## config.mk

```make
export PLATFORM = sky130hd
export DESIGN_NAME = ldpc_bitflip_decode
export DESIGN_NICKNAME = d
export VERILOG_FILES = /design/src/rtl/ldpc_bitflip_decode.sv
export SDC_FILE = /design/constraint.sdc
export NUM_CORES = 1
export LEC_CHECK = 0
export ABC_AREA = 1
export CAP_MARGIN = 40
export CORE_UTILIZATION = 54
export DETAILED_ROUTE_END_ITERATION = 10
export GPL_TIMING_DRIVEN = 0
export PLACE_DENSITY_LB_ADDON = 0.08
export SLEW_MARGIN = 20
export SYNTH_ARGS = -nofsm -noshare
export SYNTH_HDL_FRONTEND = slang
export SYNTH_SLANG_ARGS = --single-unit
```

## constraint.sdc

```tcl
create_clock -name clk -period 4.5 [get_ports clk]
set_input_delay 0.675 -clock clk [delete_from_list [all_inputs] [get_ports clk]]
set_output_delay 0.675 -clock clk [all_outputs]
set_load 0.05 [all_outputs]
```

## src/rtl/ldpc_bitflip_decode.sv

```systemverilog
// ldpc_bitflip_decode: iterative hard-decision bit-flipping LDPC decoder, H = [P^T | I].
// Define LDPC_DEC_STATS_EN to add out_iters / out_syndrome status ports.
module ldpc_bitflip_decode #(
    parameter int N        = 6,
    parameter int K        = 3,
    parameter int MAX_ITER = 4,
    parameter int ITER_W   = 4
) (
    input  logic                 clk,
    input  logic                 rst,
    input  logic                 in_valid,
    output logic                 in_ready,
    input  logic [N-1:0]         in_codeword,
    input  logic [K*(N-K)-1:0]   generator_p,
    output logic                 out_valid,
    input  logic                 out_ready,
    output logic [N-1:0]         out_codeword,
    output logic [K-1:0]         out_info,
    output logic                 out_ok
`ifdef LDPC_DEC_STATS_EN
    ,
    output logic [ITER_W-1:0]    out_iters,
    output logic [N-K-1:0]       out_syndrome
`endif
);
    localparam int M  = N - K;
    localparam int CW = $clog2(M + 1);
    localparam logic [ITER_W-1:0] MAX_I = ITER_W'(MAX_ITER);

    typedef enum logic [1:0] {IDLE, SYND, FLIP, DONE} state_t;

    state_t              r_state;
    logic [N-1:0]        r_cw;
    logic [K*M-1:0]      r_p;
    logic [ITER_W-1:0]   r_iter;
    logic [M-1:0]        r_syn;
    logic [N-1:0]        r_out_cw;
    logic                r_out_valid;
    logic                r_ok;
    logic [M-1:0]        w_syn;
    logic [CW-1:0]       w_cnt [N];
    logic [CW-1:0]       w_max;
    logic [N-1:0]        w_flip;

    assign in_ready     = (r_state == IDLE) && !rst;
    assign out_valid    = r_out_valid;
    assign out_codeword = r_out_cw;
    assign out_info     = r_out_cw[N-1:M];
    assign out_ok       = r_ok;
`ifdef LDPC_DEC_STATS_EN
    assign out_iters    = r_iter;
    assign out_syndrome = r_syn;
`endif

    always_comb begin
        w_syn = r_cw[M-1:0];
        for (int j = 0; j < K; j++)
            for (int i = 0; i < M; i++)
                w_syn[i] = w_syn[i] ^ (r_cw[M+j] & r_p[j*M+i]);
    end

    // Flip counts use the syndrome registered in SYND, so a FLIP pass sees a stable s.
    always_comb begin
        w_max  = '0;
        w_flip = '0;
        for (int b = 0; b < M; b++)
            w_cnt[b] = CW'(r_syn[b]);
        for (int j = 0; j < K; j++) begin
            w_cnt[M+j] = '0;
            for (int i = 0; i < M; i++)
                w_cnt[M+j] = w_cnt[M+j] + CW'(r_syn[i] & r_p[j*M+i]);
        end
        for (int b = 0; b < N; b++)
            w_max = (w_cnt[b] > w_max) ? w_cnt[b] : w_max;
        for (int b = 0; b < N; b++)
            w_flip[b] = (w_cnt[b] == w_max);
    end

    always_ff @(posedge clk) begin
        if (rst) begin
            r_state     <= IDLE;
            r_cw        <= '0;
            r_p         <= '0;
            r_iter      <= '0;
            r_syn       <= '0;
            r_out_cw    <= '0;
            r_out_valid <= 1'b0;
            r_ok        <= 1'b0;
        end else begin
            case (r_state)
                IDLE: if (in_valid) begin
                    r_cw    <= in_codeword;
                    r_p     <= generator_p;
                    r_iter  <= '0;
                    r_state <= SYND;
                end
                SYND: begin
                    r_syn <= w_syn;
                    if (w_syn == '0 || r_iter == MAX_I) begin
                        r_out_cw    <= r_cw;
                        r_ok        <= (w_syn == '0);
                        r_out_valid <= 1'b1;
                        r_state     <= DONE;
                    end else begin
                        r_state <= FLIP;
                    end
                end
                FLIP: begin
                    r_cw    <= r_cw ^ w_flip;
                    r_iter  <= r_iter + 1'b1;
                    r_state <= SYND;
                end
                DONE: if (out_ready) begin
                    r_out_valid <= 1'b0;
                    r_state     <= IDLE;
                end
                default: r_state <= IDLE;
            endcase
        end
    end
endmodule

```

==> flow_summary.yaml <==
floorplan:
  coreArea_um2: 3440
  die_y_um: 63.0
  io_pins: 31
  initial_utilization: 0.583
  fp-row-count: 21
  dieArea_um2: 3970
  dieWidth_um: 63.0
sta:
  worst_pin_slew_ns: 0.648
  rsz0062_at_grt: "no"
  fin_crit_ns: 3.84
  setup_viol: 0
  slew_viol_final: 0
  fmax_mhz: 261
  fin_skew_ns: 0.00234
  finalSetupTns_ns: 0
  hold_viol: 0
  slew_headroom: 0.566
  fin_crit_sh: 0.853
place:
  portBuffers: 30
  dp_hpwl_mm: 3.20
  gp_congestion: 0.879
route:
  wl_mm: 4.31
  first_pass_iters: 4
  ant_nets: 0
  dr.first_iter.drc_count: 70
  wl_per_cell_um: 11.5
  drc: 0
  vias_per_cell: 5.11
  vias: 1920
cts:
  cts_sinks: 32
  clk_pin_slew_ns: 0.07
  cts-htree-levels: 2
  postCtsHoldBufs: 0
  cts_tree: "done"
  post_cts_resize_count: 0
  cts_setup_buffers: 0
  clock_latency_ns: 0.29
  cts_made_buffers: 5
  cts.path.max_buffers: 2
  cts-root-buf: "clkbuf_8"
synth:
  syn_nets: 324
  synth_commonest_cells: "nand2_1, inv_1, dfxtp_1, nand3_1, nor2_1"
  synth_xor_area_frac: 0.0517
  synth-compound-area-share: 0.119
  synth-edff-count: 0
  postSynthAreaPerCell_um2: 6.88
  syn_inst: 292
  synth_seq_cells: 32
  synth_area_um2: 2010
  yosysWarnings: 0
  synth_area_leaders: "dfxtp_1, nand2_1, inv_1"
  synthSimpleGateAreaFrac: 0.301
  muxShareOfSynthArea: 0
  yosys.area.top_type: "dfxtp_1"
  synth_top_family_by_area: "simple AND/OR/NAND/NOR gates"
  ys_types: 32
  yosysMostFrequentCell: "nand2_1"
  async_reset_ff_frac: 0
  synth_seq_area_share: 0.319
  synthAdderAreaFrac: 0.0922
  ys.flop_type: "dfxtp_1"
  synth_top_area_share: 0.319
power_and_ir_drop:
  peakVddDrop_mv: 0.235
  p_leak_nw: 1.10
  power_density_nw_per_um2: 422
critical_path:
  path_class: "reg -> reg"
  critPathMaxFanout: 7
  rr_worst_depth: 22
  r2r-start: "r_syn[0]"
  critPathArrivalTime_ns: 4.06
  cp.required_ns: 4.73
  worstSetupStartpoint: "r_syn[0]"
  crit_path_end_kind: "register"
  crit_path_end: "r_cw[0]"
  startpoint_type: "register"
  r2r-end: "r_cw[0]"
  r2r_slack_ns: 0.66
min_path:
  worstHoldPathType: "reg -> reg"
layout:
  final_core_util: 0.724
  antenna_cells: 0
  fillCellCount: 309
  layout.nets: 361
  drive_gt1_frac: 0.0727
  areaGrowthSynthToFinish_pct: 24.1
global_routing:
  gr-total-overflow: 0
  grt_pass1_vias: 1833
  grt_usage: 0.249
  antenna_found_initial: 0
  grt_pass1_wl_mm: 7.76
  grt_max_degree: 11
run:
  maxCapViolCount: 0
run_status:
  status: "complete, no violations"
[critical path, cell delays in order (launching register included)]
cell and delay [ns]:
dfxtp_1 0.45, nand2_1 0.11, fa_1 0.53, ha_1 0.31, nand2_1 0.08, nand2_1 0.06
nand2_1 0.09, nand2_1 0.07, ha_1 0.27, nand2_1 0.07, a21boi_0 0.24, nand2_1 0.08
nand2_1 0.09, ha_1 0.22, inv_1 0.06, o21ai_1 0.12, or2_1 0.22, buf_2 0.16
nand2_2 0.12, nand2_1 0.08, nand4_1 0.08, nand3_1 0.10, a21oi_1 0.14
[logic make-up (layout without fill, tap and decap cells)]
kind of cell | Yosys count | after routing
and+or+nand+nor | 137 | 137
buffers and inverters | 54 | 92
AOI/OAI and AO/OA | 45 | 45
DFF | 32 | 32
adders and majority gates | 13 | 13
xor gates and xnor gates | 11 | 11
[area by class of cell]
| cell class | count | area, um^2 | area share |
|---|---|---|---|
| Inverter | 42 | 158 | 0.0633 |
| Multi-Input combinational cell | 206 | 1130 | 0.454 |
| Clock inverter | 1 | 30.0 | 0.0120 |
| Sequential cell | 32 | 641 | 0.257 |
| Tap cell | 46 | 57.6 | 0.0231 |
| Buffer | 12 | 77.6 | 0.0311 |
| Timing Repair Buffer | 30 | 300 | 0.120 |
| Clock buffer | 7 | 96.3 | 0.0387 |
[power by group]
group | internal (W) | leakage [nW] | switching, W | total [W]
combinational | 0.000146 | 0.772 | 0.000253 | 0.000400
sequential | 0.000313 | 0.262 | 0.0000318 | 0.000345
clock | 0.000195 | 0.0645 | 0.000112 | 0.000307
total | 0.000655 | 1.10 | 0.000397 | 0.00105
[worst min-delay path by stage]
stage | start | end | slack [ns] | depth (start not counted)
after floorplan | r_iter[3] | r_iter[3] | 0.44 | 2
after global placement | out_codeword[0] | out_codeword[0] | 0.45 | 2
after detailed placement | out_codeword[0] | out_codeword[0] | 0.45 | 2
after CTS | out_codeword[0] | out_codeword[0] | 0.46 | 2
after global routing | r_iter[3] | r_iter[3] | 0.49 | 2
final | out_codeword[0] | out_codeword[0] | 0.46 | 2
[metrics by stage]
| step | cell area [um^2] | instances | hold slack (ns) | total power [W] | worst slack (ns) |
|---|---|---|---|---|---|
| 6_report | 2490 | 376 | 0.458 | 0.00105 | 0.663 |
| 5_1_grt | 2490 | 376 | 0.487 | 0.00113 | 0.313 |
| 4_1_cts | 2490 | 376 | 0.463 | 0.00105 | 0.694 |
| 3_5_place_dp | 2370 | 368 | 0.453 | 0.000744 | 0.743 |
| 3_3_place_gp | 2370 | 368 | 0.448 | 0.000735 | 0.800 |
| 2_1_floorplan | 2010 | 292 | 0.443 | 0.000651 | 1.07 |
[state kept, by name, summed over array words and instances (netlist names)]
name,flops
r_cw,6
out_valid,1
r_syn,3
r_state,2
out_codeword,6
r_iter,4
r_p,9
out_ok,1
[cell usage in the layout (no fill, tap or decap), types with 2 or more instances in the layout]
cell type / instances
clkdlybuf4s50_1: 30
nand2_1: 67
clkbuf_8: 7
a21oi_1: 20
inv_2: 2
inv_1: 40
nand2_2: 2
buf_1: 2
ha_1: 10
dfxtp_1: 32
buf_4: 4
xor2_1: 6
o21ai_0: 19
nand4_1: 7
clkbuf_1: 2
xnor2_1: 4
buf_6: 2
nand2_4: 2
nand3_1: 30
fa_1: 3
nor2_1: 25
[metal layers]
| layer | part of all wire | global-route usage |
|---|---|---|
| met1 | 0.47 | 0.299 |
| met2 | 0.47 | 0.422 |
| met3 | 0.037 | 0.0566 |
| met4 | 0.015 | 0.105 |
| met5 | 0 | 0 |
Power figures use the tool's default switching activity.
